<file path="src/rtl/axi_pkg.sv">
// Shared AXI definitions for the AXI-to-stream responder.
// Contents: response and burst codes, responder FSM states, and a helper
// that converts a bus byte count to the matching AXI size code.
package axi_pkg;

  typedef enum logic [1:0] {
    RESP_OKAY   = 2'b00,
    RESP_EXOKAY = 2'b01,
    RESP_SLVERR = 2'b10,
    RESP_DECERR = 2'b11
  } axi_resp_t;

  typedef enum logic [1:0] {
    BURST_FIXED = 2'b00,
    BURST_INCR  = 2'b01,
    BURST_WRAP  = 2'b10
  } axi_burst_t;

  typedef enum logic [2:0] {
    ST_IDLE,
    ST_CMD,
    ST_WRITE,
    ST_WRESP,
    ST_READ
  } state_t;

  // AXI size code (log2 of bytes per beat) for a power-of-two byte count.
  function automatic logic [2:0] axi_size_of(input int unsigned nbytes);
    logic [2:0] s;
    s = 3'd0;
    for (int i = 0; i < 8; i++) begin
      if ((32'd1 << i) == nbytes) s = 3'(i);
    end
    return s;
  endfunction

endpackage

</file>
<file path="src/rtl/axi_to_axis_responder_if.sv">
// Bus bundle for axi_to_axis_responder: AXI4 slave channels (AW/W/B/AR/R)
// plus the stream-side command (m_a*), write (m_w*) and read (s_r*) channels.
// Modports: slave = responder view, master = AXI master + stream endpoint view.
interface axi_to_axis_responder_if #(
  parameter int unsigned DATA_WIDTH = 32,
  parameter int unsigned ADDR_WIDTH = 32,
  parameter int unsigned STRB_WIDTH = 4,
  parameter int unsigned ID_WIDTH   = 8
);

  logic [ID_WIDTH-1:0]   s_axi_awid;
  logic [ADDR_WIDTH-1:0] s_axi_awaddr;
  logic [7:0]            s_axi_awlen;
  logic [2:0]            s_axi_awsize;
  logic [1:0]            s_axi_awburst;
  logic                  s_axi_awvalid;
  logic                  s_axi_awready;

  logic [DATA_WIDTH-1:0] s_axi_wdata;
  logic [STRB_WIDTH-1:0] s_axi_wstrb;
  logic                  s_axi_wlast;
  logic                  s_axi_wvalid;
  logic                  s_axi_wready;

  logic [ID_WIDTH-1:0]   s_axi_bid;
  logic [1:0]            s_axi_bresp;
  logic                  s_axi_bvalid;
  logic                  s_axi_bready;

  logic [ID_WIDTH-1:0]   s_axi_arid;
  logic [ADDR_WIDTH-1:0] s_axi_araddr;
  logic [7:0]            s_axi_arlen;
  logic [2:0]            s_axi_arsize;
  logic [1:0]            s_axi_arburst;
  logic                  s_axi_arvalid;
  logic                  s_axi_arready;

  logic [ID_WIDTH-1:0]   s_axi_rid;
  logic [DATA_WIDTH-1:0] s_axi_rdata;
  logic [1:0]            s_axi_rresp;
  logic                  s_axi_rlast;
  logic                  s_axi_rvalid;
  logic                  s_axi_rready;

  logic                  m_avalid;
  logic                  m_arnw;
  logic [ADDR_WIDTH-1:0] m_aaddr;
  logic [ADDR_WIDTH-1:0] m_abeats;
  logic                  m_aready;

  logic                  m_wvalid;
  logic                  m_wlast;
  logic [DATA_WIDTH-1:0] m_wdata;
  logic [STRB_WIDTH-1:0] m_wstrb;
  logic                  m_wready;

  logic                  s_rvalid;
  logic                  s_rlast;
  logic [DATA_WIDTH-1:0] s_rdata;
  logic                  s_rready;

  modport slave (
    input  s_axi_awid, s_axi_awaddr, s_axi_awlen, s_axi_awsize, s_axi_awburst, s_axi_awvalid,
    output s_axi_awready,
    input  s_axi_wdata, s_axi_wstrb, s_axi_wlast, s_axi_wvalid,
    output s_axi_wready,
    output s_axi_bid, s_axi_bresp, s_axi_bvalid,
    input  s_axi_bready,
    input  s_axi_arid, s_axi_araddr, s_axi_arlen, s_axi_arsize, s_axi_arburst, s_axi_arvalid,
    output s_axi_arready,
    output s_axi_rid, s_axi_rdata, s_axi_rresp, s_axi_rlast, s_axi_rvalid,
    input  s_axi_rready,
    output m_avalid, m_arnw, m_aaddr, m_abeats,
    input  m_aready,
    output m_wvalid, m_wlast, m_wdata, m_wstrb,
    input  m_wready,
    input  s_rvalid, s_rlast, s_rdata,
    output s_rready
  );

  modport master (
    output s_axi_awid, s_axi_awaddr, s_axi_awlen, s_axi_awsize, s_axi_awburst, s_axi_awvalid,
    input  s_axi_awready,
    output s_axi_wdata, s_axi_wstrb, s_axi_wlast, s_axi_wvalid,
    input  s_axi_wready,
    input  s_axi_bid, s_axi_bresp, s_axi_bvalid,
    output s_axi_bready,
    output s_axi_arid, s_axi_araddr, s_axi_arlen, s_axi_arsize, s_axi_arburst, s_axi_arvalid,
    input  s_axi_arready,
    input  s_axi_rid, s_axi_rdata, s_axi_rresp, s_axi_rlast, s_axi_rvalid,
    output s_axi_rready,
    input  m_avalid, m_arnw, m_aaddr, m_abeats,
    output m_aready,
    input  m_wvalid, m_wlast, m_wdata, m_wstrb,
    output m_wready,
    output s_rvalid, s_rlast, s_rdata,
    input  s_rready
  );

endinterface

</file>
<file path="src/rtl/axi_rr_arbiter.sv">
// Two-request round-robin arbiter (write vs read address channel).
// Ports: aclk/resetn; en = arbitration allowed; req_w/req_r requests;
// gnt_w/gnt_r registered one-cycle grant pulses (directly usable as AXI ready).
module axi_rr_arbiter (
  input  logic aclk,
  input  logic resetn,
  input  logic en,
  input  logic req_w,
  input  logic req_r,
  output logic gnt_w,
  output logic gnt_r
);

  logic prio_w;

  // A grant blocks a second grant while its pulse is still on the bus.
  always_ff @(posedge aclk or negedge resetn) begin
    if (!resetn) begin
      gnt_w  <= 1'b0;
      gnt_r  <= 1'b0;
      prio_w <= 1'b1;
    end else begin
      gnt_w <= 1'b0;
      gnt_r <= 1'b0;
      if (en && !gnt_w && !gnt_r) begin
        if (req_w && (!req_r || prio_w)) begin
          gnt_w  <= 1'b1;
          prio_w <= ~prio_w;
        end else if (req_r) begin
          gnt_r  <= 1'b1;
          prio_w <= ~prio_w;
        end
      end
    end
  end

endmodule

</file>
<file path="src/rtl/axi_to_axis_responder.sv">
// AXI4 slave that terminates one burst at a time and re-emits it as a stream
// command (m_a*) followed by a write stream (m_w*) or read stream (s_r*).
// Ports: aclk, resetn (async active-low), bus = axi_to_axis_responder_if.slave.
module axi_to_axis_responder
  import axi_pkg::*;
#(
  parameter int unsigned ADDR_WIDTH = 32,
  parameter int unsigned STRB_WIDTH = 4,
  parameter int unsigned ID_WIDTH   = 8
) (
  input  logic                     aclk,
  input  logic                     resetn,
  axi_to_axis_responder_if.slave   bus
);

  localparam logic [2:0] FULL_SIZE = axi_size_of(STRB_WIDTH);

  state_t                state;
  logic [ID_WIDTH-1:0]   id_q;
  logic [7:0]            len_q;
  logic [7:0]            cnt;
  logic                  is_wr;
  logic                  err;
  logic                  m_avalid_q;
  logic                  m_arnw_q;
  logic [ADDR_WIDTH-1:0] m_aaddr_q;
  logic [ADDR_WIDTH-1:0] m_abeats_q;
  logic                  bvalid_q;
  logic [1:0]            bresp_q;
  logic                  gnt_w;
  logic                  gnt_r;

  logic                  wr_act, rd_act, beat_last, w_hs, r_hs, wlast_err, rlast_err;
  logic [ID_WIDTH-1:0]   sel_id;
  logic [ADDR_WIDTH-1:0] sel_addr;
  logic [7:0]            sel_len;
  logic [2:0]            sel_size;
  logic [1:0]            sel_burst;

  axi_rr_arbiter u_arb (
    .aclk   (aclk),
    .resetn (resetn),
    .en     (state == ST_IDLE),
    .req_w  (bus.s_axi_awvalid),
    .req_r  (bus.s_axi_arvalid),
    .gnt_w  (gnt_w),
    .gnt_r  (gnt_r)
  );

  // Address fields of whichever channel is being accepted this cycle.
  assign sel_id    = gnt_w ? bus.s_axi_awid    : bus.s_axi_arid;
  assign sel_addr  = gnt_w ? bus.s_axi_awaddr  : bus.s_axi_araddr;
  assign sel_len   = gnt_w ? bus.s_axi_awlen   : bus.s_axi_arlen;
  assign sel_size  = gnt_w ? bus.s_axi_awsize  : bus.s_axi_arsize;
  assign sel_burst = gnt_w ? bus.s_axi_awburst : bus.s_axi_arburst;

  assign wr_act    = (state == ST_WRITE);
  assign rd_act    = (state == ST_READ);
  assign beat_last = (cnt == len_q);
  assign w_hs      = wr_act && bus.s_axi_wvalid && bus.m_wready;
  assign r_hs      = rd_act && bus.s_rvalid && bus.s_axi_rready;
  assign wlast_err = (bus.s_axi_wlast != beat_last);
  assign rlast_err = (bus.s_rlast != beat_last);

  assign bus.s_axi_awready = gnt_w;
  assign bus.s_axi_arready = gnt_r;
  assign bus.m_avalid      = m_avalid_q;
  assign bus.m_arnw        = m_arnw_q;
  assign bus.m_aaddr       = m_aaddr_q;
  assign bus.m_abeats      = m_abeats_q;
  assign bus.s_axi_bvalid  = bvalid_q;
  assign bus.s_axi_bresp   = bresp_q;
  assign bus.s_axi_bid     = id_q;

  // Write data path: a gated pass-through, last taken from the beat counter.
  assign bus.m_wvalid      = wr_act && bus.s_axi_wvalid;
  assign bus.s_axi_wready  = wr_act && bus.m_wready;
  assign bus.m_wlast       = wr_act && beat_last;
  assign bus.m_wdata       = bus.s_axi_wdata;
  assign bus.m_wstrb       = bus.s_axi_wstrb;

  // Read data path: source beats beyond counter-last are never accepted.
  assign bus.s_axi_rvalid  = rd_act && bus.s_rvalid;
  assign bus.s_rready      = rd_act && bus.s_axi_rready;
  assign bus.s_axi_rlast   = rd_act && beat_last;
  assign bus.s_axi_rdata   = bus.s_rdata;
  assign bus.s_axi_rid     = id_q;
  assign bus.s_axi_rresp   = (rd_act && (err || rlast_err)) ? RESP_SLVERR : RESP_OKAY;

  // Transaction sequencer; latches on the AW/AR handshake edge (grant pulse high).
  always_ff @(posedge aclk or negedge resetn) begin
    if (!resetn) begin
      state      <= ST_IDLE;
      id_q       <= '0;
      len_q      <= '0;
      cnt        <= '0;
      is_wr      <= 1'b0;
      err        <= 1'b0;
      m_avalid_q <= 1'b0;
      m_arnw_q   <= 1'b0;
      m_aaddr_q  <= '0;
      m_abeats_q <= '0;
      bvalid_q   <= 1'b0;
      bresp_q    <= RESP_OKAY;
    end else begin
      case (state)
        ST_IDLE: begin
          if (gnt_w || gnt_r) begin
            is_wr      <= gnt_w;
            id_q       <= sel_id;
            len_q      <= sel_len;
            cnt        <= '0;
            err        <= (sel_burst != BURST_INCR) || (sel_size != FULL_SIZE);
            m_avalid_q <= 1'b1;
            m_arnw_q   <= gnt_w;
            m_aaddr_q  <= sel_addr;
            m_abeats_q <= ADDR_WIDTH'(sel_len) + ADDR_WIDTH'(1);
            state      <= ST_CMD;
          end
        end
        ST_CMD: begin
          if (bus.m_aready) begin
            m_avalid_q <= 1'b0;
            state      <= is_wr ? ST_WRITE : ST_READ;
          end
        end
        ST_WRITE: begin
          if (w_hs) begin
            if (wlast_err) err <= 1'b1;
            if (beat_last) begin
              bvalid_q <= 1'b1;
              bresp_q  <= (err || wlast_err) ? RESP_SLVERR : RESP_OKAY;
              cnt      <= '0;
              state    <= ST_WRESP;
            end else begin
              cnt <= cnt + 8'd1;
            end
          end
        end
        ST_WRESP: begin
          if (bus.s_axi_bready) begin
            bvalid_q <= 1'b0;
            bresp_q  <= RESP_OKAY;
            err      <= 1'b0;
            state    <= ST_IDLE;
          end
        end
        ST_READ: begin
          if (r_hs) begin
            if (beat_last) begin
              cnt   <= '0;
              err   <= 1'b0;
              state <= ST_IDLE;
            end else begin
              cnt <= cnt + 8'd1;
            end
          end
        end
        default: state <= ST_IDLE;
      endcase
    end
  end

endmodule

</file>
<file path="src/flat_wrapper.sv">
// flat-port wrapper written by rule: the top's interface ports become plain ports
module axi_to_axis_responder_flat import axi_pkg::*;
#(
  parameter int unsigned ADDR_WIDTH = 32,
  parameter int unsigned STRB_WIDTH = 4,
  parameter int unsigned ID_WIDTH   = 8
)
  (aclk, resetn, bus_s_axi_awid, bus_s_axi_awaddr, bus_s_axi_awlen, bus_s_axi_awsize, bus_s_axi_awburst, bus_s_axi_awvalid, bus_s_axi_awready, bus_s_axi_wdata, bus_s_axi_wstrb, bus_s_axi_wlast, bus_s_axi_wvalid, bus_s_axi_wready, bus_s_axi_bid, bus_s_axi_bresp, bus_s_axi_bvalid, bus_s_axi_bready, bus_s_axi_arid, bus_s_axi_araddr, bus_s_axi_arlen, bus_s_axi_arsize, bus_s_axi_arburst, bus_s_axi_arvalid, bus_s_axi_arready, bus_s_axi_rid, bus_s_axi_rdata, bus_s_axi_rresp, bus_s_axi_rlast, bus_s_axi_rvalid, bus_s_axi_rready, bus_m_avalid, bus_m_arnw, bus_m_aaddr, bus_m_abeats, bus_m_aready, bus_m_wvalid, bus_m_wlast, bus_m_wdata, bus_m_wstrb, bus_m_wready, bus_s_rvalid, bus_s_rlast, bus_s_rdata, bus_s_rready);
  axi_to_axis_responder_if #(.DATA_WIDTH(32), .ADDR_WIDTH(ADDR_WIDTH), .STRB_WIDTH(STRB_WIDTH), .ID_WIDTH(ID_WIDTH)) bus_i ();
  input  logic aclk;
  input  logic resetn;
  input wire logic [$bits(bus_i.s_axi_awid)-1:0] bus_s_axi_awid;
  input wire logic [$bits(bus_i.s_axi_awaddr)-1:0] bus_s_axi_awaddr;
  input wire logic [$bits(bus_i.s_axi_awlen)-1:0] bus_s_axi_awlen;
  input wire logic [$bits(bus_i.s_axi_awsize)-1:0] bus_s_axi_awsize;
  input wire logic [$bits(bus_i.s_axi_awburst)-1:0] bus_s_axi_awburst;
  input wire logic [$bits(bus_i.s_axi_awvalid)-1:0] bus_s_axi_awvalid;
  output wire logic [$bits(bus_i.s_axi_awready)-1:0] bus_s_axi_awready;
  input wire logic [$bits(bus_i.s_axi_wdata)-1:0] bus_s_axi_wdata;
  input wire logic [$bits(bus_i.s_axi_wstrb)-1:0] bus_s_axi_wstrb;
  input wire logic [$bits(bus_i.s_axi_wlast)-1:0] bus_s_axi_wlast;
  input wire logic [$bits(bus_i.s_axi_wvalid)-1:0] bus_s_axi_wvalid;
  output wire logic [$bits(bus_i.s_axi_wready)-1:0] bus_s_axi_wready;
  output wire logic [$bits(bus_i.s_axi_bid)-1:0] bus_s_axi_bid;
  output wire logic [$bits(bus_i.s_axi_bresp)-1:0] bus_s_axi_bresp;
  output wire logic [$bits(bus_i.s_axi_bvalid)-1:0] bus_s_axi_bvalid;
  input wire logic [$bits(bus_i.s_axi_bready)-1:0] bus_s_axi_bready;
  input wire logic [$bits(bus_i.s_axi_arid)-1:0] bus_s_axi_arid;
  input wire logic [$bits(bus_i.s_axi_araddr)-1:0] bus_s_axi_araddr;
  input wire logic [$bits(bus_i.s_axi_arlen)-1:0] bus_s_axi_arlen;
  input wire logic [$bits(bus_i.s_axi_arsize)-1:0] bus_s_axi_arsize;
  input wire logic [$bits(bus_i.s_axi_arburst)-1:0] bus_s_axi_arburst;
  input wire logic [$bits(bus_i.s_axi_arvalid)-1:0] bus_s_axi_arvalid;
  output wire logic [$bits(bus_i.s_axi_arready)-1:0] bus_s_axi_arready;
  output wire logic [$bits(bus_i.s_axi_rid)-1:0] bus_s_axi_rid;
  output wire logic [$bits(bus_i.s_axi_rdata)-1:0] bus_s_axi_rdata;
  output wire logic [$bits(bus_i.s_axi_rresp)-1:0] bus_s_axi_rresp;
  output wire logic [$bits(bus_i.s_axi_rlast)-1:0] bus_s_axi_rlast;
  output wire logic [$bits(bus_i.s_axi_rvalid)-1:0] bus_s_axi_rvalid;
  input wire logic [$bits(bus_i.s_axi_rready)-1:0] bus_s_axi_rready;
  output wire logic [$bits(bus_i.m_avalid)-1:0] bus_m_avalid;
  output wire logic [$bits(bus_i.m_arnw)-1:0] bus_m_arnw;
  output wire logic [$bits(bus_i.m_aaddr)-1:0] bus_m_aaddr;
  output wire logic [$bits(bus_i.m_abeats)-1:0] bus_m_abeats;
  input wire logic [$bits(bus_i.m_aready)-1:0] bus_m_aready;
  output wire logic [$bits(bus_i.m_wvalid)-1:0] bus_m_wvalid;
  output wire logic [$bits(bus_i.m_wlast)-1:0] bus_m_wlast;
  output wire logic [$bits(bus_i.m_wdata)-1:0] bus_m_wdata;
  output wire logic [$bits(bus_i.m_wstrb)-1:0] bus_m_wstrb;
  input wire logic [$bits(bus_i.m_wready)-1:0] bus_m_wready;
  input wire logic [$bits(bus_i.s_rvalid)-1:0] bus_s_rvalid;
  input wire logic [$bits(bus_i.s_rlast)-1:0] bus_s_rlast;
  input wire logic [$bits(bus_i.s_rdata)-1:0] bus_s_rdata;
  output wire logic [$bits(bus_i.s_rready)-1:0] bus_s_rready;
  assign bus_i.s_axi_awid = bus_s_axi_awid;
  assign bus_i.s_axi_awaddr = bus_s_axi_awaddr;
  assign bus_i.s_axi_awlen = bus_s_axi_awlen;
  assign bus_i.s_axi_awsize = bus_s_axi_awsize;
  assign bus_i.s_axi_awburst = bus_s_axi_awburst;
  assign bus_i.s_axi_awvalid = bus_s_axi_awvalid;
  assign bus_s_axi_awready = bus_i.s_axi_awready;
  assign bus_i.s_axi_wdata = bus_s_axi_wdata;
  assign bus_i.s_axi_wstrb = bus_s_axi_wstrb;
  assign bus_i.s_axi_wlast = bus_s_axi_wlast;
  assign bus_i.s_axi_wvalid = bus_s_axi_wvalid;
  assign bus_s_axi_wready = bus_i.s_axi_wready;
  assign bus_s_axi_bid = bus_i.s_axi_bid;
  assign bus_s_axi_bresp = bus_i.s_axi_bresp;
  assign bus_s_axi_bvalid = bus_i.s_axi_bvalid;
  assign bus_i.s_axi_bready = bus_s_axi_bready;
  assign bus_i.s_axi_arid = bus_s_axi_arid;
  assign bus_i.s_axi_araddr = bus_s_axi_araddr;
  assign bus_i.s_axi_arlen = bus_s_axi_arlen;
  assign bus_i.s_axi_arsize = bus_s_axi_arsize;
  assign bus_i.s_axi_arburst = bus_s_axi_arburst;
  assign bus_i.s_axi_arvalid = bus_s_axi_arvalid;
  assign bus_s_axi_arready = bus_i.s_axi_arready;
  assign bus_s_axi_rid = bus_i.s_axi_rid;
  assign bus_s_axi_rdata = bus_i.s_axi_rdata;
  assign bus_s_axi_rresp = bus_i.s_axi_rresp;
  assign bus_s_axi_rlast = bus_i.s_axi_rlast;
  assign bus_s_axi_rvalid = bus_i.s_axi_rvalid;
  assign bus_i.s_axi_rready = bus_s_axi_rready;
  assign bus_m_avalid = bus_i.m_avalid;
  assign bus_m_arnw = bus_i.m_arnw;
  assign bus_m_aaddr = bus_i.m_aaddr;
  assign bus_m_abeats = bus_i.m_abeats;
  assign bus_i.m_aready = bus_m_aready;
  assign bus_m_wvalid = bus_i.m_wvalid;
  assign bus_m_wlast = bus_i.m_wlast;
  assign bus_m_wdata = bus_i.m_wdata;
  assign bus_m_wstrb = bus_i.m_wstrb;
  assign bus_i.m_wready = bus_m_wready;
  assign bus_i.s_rvalid = bus_s_rvalid;
  assign bus_i.s_rlast = bus_s_rlast;
  assign bus_i.s_rdata = bus_s_rdata;
  assign bus_s_rready = bus_i.s_rready;
  axi_to_axis_responder #(.ADDR_WIDTH(ADDR_WIDTH), .STRB_WIDTH(STRB_WIDTH), .ID_WIDTH(ID_WIDTH)) u_core (.aclk(aclk), .resetn(resetn), .bus(bus_i));
endmodule
</file>
<file path="config.mk">
export PLATFORM = sky130hd
export DESIGN_NAME = axi_to_axis_responder_flat
export DESIGN_NICKNAME = d
export VERILOG_FILES = /design/src/rtl/axi_pkg.sv /design/src/rtl/axi_to_axis_responder_if.sv /design/src/rtl/axi_rr_arbiter.sv /design/src/rtl/axi_to_axis_responder.sv /design/src/flat_wrapper.sv
export SDC_FILE = /design/constraint.sdc
export NUM_CORES = 1
export LEC_CHECK = 0
export CAP_MARGIN = 20
export CORE_AREA = 2 2 136 138
export CTS_BUF_LIST = sky130_fd_sc_hd__clkbuf_4 sky130_fd_sc_hd__clkbuf_8
export DETAILED_ROUTE_END_ITERATION = 6
export DIE_AREA = 0 0 138 140
export HOLD_SLACK_MARGIN = 0.12
export PLACE_DENSITY = 0.65
export SETUP_SLACK_MARGIN = 0.02
export SYNTH_ARGS = -nofsm -noshare
export SYNTH_HDL_FRONTEND = slang
export SYNTH_SLANG_ARGS = --single-unit
</file>
<file path="constraint.sdc">
create_clock -name aclk -period 2.1 [get_ports aclk]
set_clock_uncertainty 0.15 [all_clocks]
set_input_delay 0.525 -clock aclk [delete_from_list [all_inputs] [get_ports aclk]]
set_output_delay 0.525 -clock aclk [all_outputs]
set_load 0.02 [all_outputs]
</file>
### Yosys cells after proc, flatten, opt, wreduce, memory -nomap -nowiden

Cells that the tools add are included.

| cells by class | value |
|---|---|
| $add $sub $neg | 2 |
| equality and inequality tests | 17 |
| muxes and demuxes | 45 |
| bitwise logic cells | 1 |
| reductions and logical operators | 33 |

Operator list:

| kind | count |
|---|---|
| $mux 8 | 6 |
| $mux 32 | 1 |
| $mux 3 | 9 |
| $pmux 8 s3 | 1 |
| $mux 1 | 17 |
| $pmux 3 s5 | 1 |
| $ne 2x2->1 const B | 7 |
| $reduce_and 7->1 | 2 |
| $logic_and 1x1->1 | 12 |
| $mux 2 | 6 |
| $add 8x1->9 const B | 1 |
| $add 8x1->8 const B | 1 |
| $eq 8x8->1 | 1 |
| $reduce_and 4->1 | 2 |
| $eq 3x2->1 const B | 2 |
| $reduce_bool 2->1 | 3 |
| $logic_or 1x1->1 | 5 |
| $ne 2x1->1 const B | 2 |
| $pmux 1 s2 | 2 |
| $pmux 1 s4 | 1 |
| $pmux 2 s2 | 1 |
| $reduce_and 2->1 | 2 |
| $reduce_bool 4->1 | 1 |
| $eq 3x1->1 const B | 1 |
| other kinds (8) | 11 |

| word-level totals | value |
|---|---|
| register bits | 100 |
| output and inout bits | 163 |
| word-level logic and storage cells | 112 |

### Longest topological paths before layout

| logic depth | value |
|---|---|
| word-level depth | 7 |
| mapped depth | 8 |

### Hierarchy

Synthesis repeated with hierarchy kept, for this count alone.

| second synthesis, totals | value |
|---|---|
| cells, all modules | 518 |
| area, all modules | 4788.3 um^2 |

By module, submodules not included:

| module | times used | cells each | area each (um^2) | sequential area each (um^2) |
|---|---|---|---|---|
| axi_to_axis_responder | 1 | 508 | 4663.2 | 1826.8 |
| axi_rr_arbiter | 1 | 10 | 125.1 | 76.3 |

### Worst setup path before layout

No wires, ideal clock.

| path | value |
|---|---|
| path kind | register to output |
| start point | register u_core.cnt[4] |
| end point | output bus_s_axi_rresp[1] |
| arrival time | 1.447 ns |
| data required time | 1.425 ns |
| path slack | -0.022 ns |
| stages on the path, launching flop included | 6 |
| buffers on the path | 0 |
| path through | dfrtp_1 > xor2_1 > nor4_1 > nand2_1 > xnor2_1 > o21a_1 |

| on the way | value |
|---|---|
| longest elaborated chain between the ends | 5 |

RTL lines:

| element | RTL line | text |
|---|---|---|
| from (decl) | axi_to_axis_responder.sv:21 | `logic [7:0] cnt;` |
| from (signal assigned) | axi_to_axis_responder.sv:136 | `cnt <= cnt + 8'd1;` |
| from (signal assigned) | axi_to_axis_responder.sv:155 | `cnt <= cnt + 8'd1;` |
| $eq 8x8->1 | axi_to_axis_responder.sv:59 | `assign beat_last = (cnt == len_q);` |
| $ne 1x1->1 | axi_to_axis_responder.sv:63 | `assign rlast_err = (bus.s_rlast != beat_last);` |
| $logic_or 1x1->1 | axi_to_axis_responder.sv:88 | `assign bus.s_axi_rresp = (rd_act && (err \|\| rlast_err)) ? RESP_SLVERR : RESP_OKAY;` |
| $logic_and 1x1->1 | axi_to_axis_responder.sv:88 |  |
| $mux 2 | axi_to_axis_responder.sv:88 |  |
| to (decl) | flat_wrapper.sv:37 | `output wire logic [$bits(bus_i.s_axi_rresp)-1:0] bus_s_axi_rresp;` |

No other way between the ends.

### Final worst setup path

| path | value |
|---|---|
| start point | register u_core.len_q[3] |
| end point | output bus_s_axi_rresp[1] |

| on the way | value |
|---|---|
| longest elaborated chain between the ends | 5 |

RTL lines:

| element | RTL line | text |
|---|---|---|
| from (decl) | axi_to_axis_responder.sv:20 | `logic [7:0] len_q;` |
| from (signal assigned) | axi_to_axis_responder.sv:111 | `len_q <= sel_len;` |
| $eq 8x8->1 | axi_to_axis_responder.sv:59 |  |
| $ne 1x1->1 | axi_to_axis_responder.sv:63 |  |
| $logic_or 1x1->1 | axi_to_axis_responder.sv:88 |  |
| $logic_and 1x1->1 | axi_to_axis_responder.sv:88 |  |
| $mux 2 | axi_to_axis_responder.sv:88 |  |

No other way between the ends.

==> run summary <==
After synthesis the netlist holds a flip-flop and latch count of 76. The path type of the worst min-delay path is reg -> reg. The flow ran to the end, but the final reports show violations.

Input and output buffers added on the ports amount to 187. The launch instance of the worst register-to-register path is u_core.cnt[5]. The post-route DRC violation count is 0. Dividing total power by cell area gives a power density of about 1300 nW/µm². Once placement finished, the instance area stood at between 6000 and 7000 µm². The Yosys warning count came out at 0. Counting flops with a built-in enable in the synthesized netlist gives 0. The via count of the first global-routing pass was 4,124. The per-instance average area after synthesis came out at 9.03 µm².

The final-report hold violation count came out at 0. Setup repair after global routing could not meet its margin everywhere. The cell at the root of the clock tree is clkbuf_8. The destination of the worst hold path is u_core.bus.m_aaddr[11]. The post-synthesis cell count came out at about 520. In the synthesized netlist the async set-or-reset flop fraction comes to 100%. The die area is ~19,000 µm².

The setup slack on the worst flop-to-flop path came out at -0.03 ns. Summed over all cells, the static leakage comes to around 3.2 nW. The post-detailed-route via-to-cell ratio came out at about 4.4. In this run the critical register-to-register path is captured at u_core.bus.s_axi_bresp[1]. The most frequent standard cell in the layout excluding fill and tap cells is clkdlybuf4s50_1. In this run the worst path has a maximum fanout of 4. The prevailing post-synth register cell is dfrtp_1.

The adder and majority gate portion of the synthesized area came out at less than 1%. Global routing used 14.0% of the available tracks across all layers. The netlist area before placement is about 4700 µm². The average wire per cell in the routed design came out at ~15 µm. The count of unique library cells instantiated by Yosys is 54.

The number of cells on the worst hold path is 2. The utilization after layout is about 40%. STA classifies the critical path endpoint as an output pin. The region available for standard cell placement spans ~18,000 µm². The accumulated negative setup slack came out at -1.50 ns. The clock slew seen by the registers of the worst setup and hold paths is around 0.08 ns.

The number of standard cells in the layout, taps in and fillers out is 930. In this run the most critical hold path is launched from u_core.bus.m_aaddr[11]. The final max-slew violation count came out at 0. The post-synthesis share of cell area spent on and, or, nand and nor gates came out at 14.3%. The maximum operating frequency came out at approximately 380 MHz. The maximum buffer depth of the clock tree came out at 2. The largest net degree at the start of global routing came out at between 50 and 60. The worst setup path category is reg -> out. The data arrival at the endpoint of the critical path is 1.98 ns. The multiplexer fraction of the synthesized cell area came out at under 10%.

The vertical die dimension is between 100 and 150 µm. The detail route stage leaves a number of antenna-violating nets equal to 0. The final reports fail on setup timing. The floorplan die width is ~140 µm. The final clock period utilization by the worst path is 126%.

The share of final-layout standard cells stronger than drive strength 1 is a little under 20%. The half-perimeter wire length after placement came out at roughly 10,000 µm. The I/O pin total is roughly 350. The slew at the pin closest to its max-slew limit came out at 0.581 ns. Counting the fill cells in the layout gives around 1,800. The count of final setup violators is 4. The area growth from synthesis to final layout is 51.9%. After synthesis, the largest family of logic cells by area is buffers and inverters. In the layout the commonest cells are clkdlybuf4s50_1, nand2_1, dfrtp_1. Once the floorplan was initialized, standard cells occupied between 20% and 30% of the core. The number of antenna violations at the first check in global routing is 0. The total number of clock tree sinks is 76. The clock period minus worst slack is around 2.7 ns.

In the final layout, the multi-input gates occupy between 2000 and 2500 µm². The design area is around 7200 µm². The worst reg2reg path depth is 6. Summing the sequential cell areas from Yosys gives 40.2% of the chip area. The global-route wire length before repair came out at 21,600 µm. STA classifies the critical path startpoint as a flip-flop. The overflow left after global routing came out at 0. The headroom to the max-slew limit is between 60% and 70%. The count of antenna diodes in the layout is 0. Summing all flip-flop and latch instances after layout gives roughly 1900 µm². The net count reported at finish is a little under 900.

The max-capacitance violation count came out at 0. The global placement routability congestion is between 0.8 and 0.9. The XOR/XNOR share of the synthesized area came out at about 3%. In this run the number of H-tree levels came out at 3. Across all layers, the routed design uses about 4,000 vias. The number of cells in the design after placement came out at around 900. TritonCTS created 9 clock buffers. The first detailed-routing pass took 4 iterations. The total number of placement rows is a little under 50. In this run, the number of DRC markers left after iteration 0 of detailed routing was about 110. The clock tree from TritonCTS is done.

The routed design has 13,700 µm of wire. The synthesized-area fraction occupied by ao, oa, aoi and oai cells is between 10% and 20%. The final critical-path setup slack came out at -0.555 ns. The clock latency on the worst-skew pair is around 0.37 ns.

The worst IR drop on VDD is just over 0.5 mV. The data required time at the worst endpoint is ~1.4 ns.
==> critical path, stage by stage, from the launching register on <==
cell and delay [ns]:
dfrtp_1 0.41, xor2_2 0.19, nor4_2 0.30, buf_4 0.18, nand2_4 0.07, xnor2_2 0.14
o21a_2 0.20, buf_6 0.13
==> logic make-up after synthesis <==
| group | Yosys count |
|---|---|
| simple gates | 142 |
| compound gates | 106 |
| fa+ha+maj | 2 |
| mux | 47 |
| xor+xnor | 16 |
| other cells | 1 |
| buf+inv | 134 |
| flops | 76 |
==> final cells by class <==
| class | count | share of cell area, % |
|---|---|---|
| Timing Repair Buffer | 260 | 34.8 |
| Multi-Input combinational cell | 338 | 31.2 |
| Sequential cell | 76 | 26.5 |
| Tap cell | 229 | 3.99 |
| Clock buffer | 11 | 2.02 |
| Clock inverter | 5 | 0.836 |
| Inverter | 11 | 0.609 |
==> state kept, by name, indices dropped and copies added, names as in the netlist <==
register / cells
u_core.bus.m_aaddr: 32
u_core.bus.m_abeats: 9
u_core.bus.m_avalid: 1
u_core.bus.s_axi_bid: 8
u_core.bus.s_axi_bresp: 1
u_core.bus.s_axi_bvalid: 1
u_core.cnt: 8
u_core.err: 1
u_core.is_wr: 1
u_core.len_q: 8
u_core.state: 3
u_core.u_arb.gnt_r: 1
u_core.u_arb.gnt_w: 1
u_core.u_arb.prio_w: 1
==> Yosys cell counts (2+ instances only) <==
master      n  area, µm²
o21ai_1     2       10.0
buf_4     103        773
mux2i_1    46        460
xor2_1     12        105
ha_1        2       25.0
nand3_1     8       40.0
nand2_1    78        293
nor2b_1     3       18.8
or3_1       2       12.5
a21oi_1    12       60.1
clkbuf_1   12       45.0
a22o_1      2       17.5
a21o_1      2       15.0
nor4_1      4       25.0
nand3b_1    3       22.5
nand2b_1    4       25.0
and3_1      8       50.1
dfrtp_1    75       1880
o21ai_0    64        320
nor2_1     10       37.5
o22ai_1     6       37.5
a211oi_1    2       15.0
o31ai_1     3       22.5
nand4_1     4       25.0
buf_2       8       40.0
inv_1      11       41.3
nor3_1      8       40.0
xnor2_1     4       35.0
==> power breakdown <==
group	internal, W	total, W	switching (W)
combinational	0.00268	0.00561	0.00293
clock	0.000600	0.00119	0.000591
sequential	0.00213	0.00256	0.000434
==> per-stage QoR <==
step	setup slack (ns)	hold slack (ns)	power, W
6_report	-0.555	0.329	0.00937
5_1_grt	-0.628	0.367	0.0101
4_1_cts	-0.602	0.339	0.00920
3_5_place_dp	-0.643	0.320	0.00793
3_3_place_gp	-0.628	0.311	0.00788
2_1_floorplan	0.00112	0.0794	0.00562
==> what timing repair did <==
action,4_1_cts,5_1_grt
hold endpoints to repair,27,0
buffers inserted,8,8
setup endpoints to repair,29,80
hold buffers,1,0
gates resized for setup,67,58
pin swaps,6,14
==> worst max-delay path by stage <==
stage	start	endpoint	slack (ns)	depth (start not counted)
floorplan	u_core.cnt[2]	bus_s_axi_rresp[1]	0.001	5
global placement	u_core.len_q[1]	bus_s_axi_rresp[1]	-0.63	7
detailed placement	u_core.cnt[2]	bus_s_axi_rresp[1]	-0.64	7
CTS	u_core.len_q[1]	bus_s_axi_rresp[1]	-0.60	7
global route	u_core.len_q[3]	bus_s_axi_rresp[1]	-0.63	7
finish	u_core.len_q[3]	bus_s_axi_rresp[1]	-0.56	7
==> layer usage <==
layer	global-route usage, %	wire length (µm)
met1	16.2	5530
met2	23.1	6590
met3	6.12	1290
met4	5.42	295
met5	0	0
Note: power is estimated with default switching activity, not from simulation.
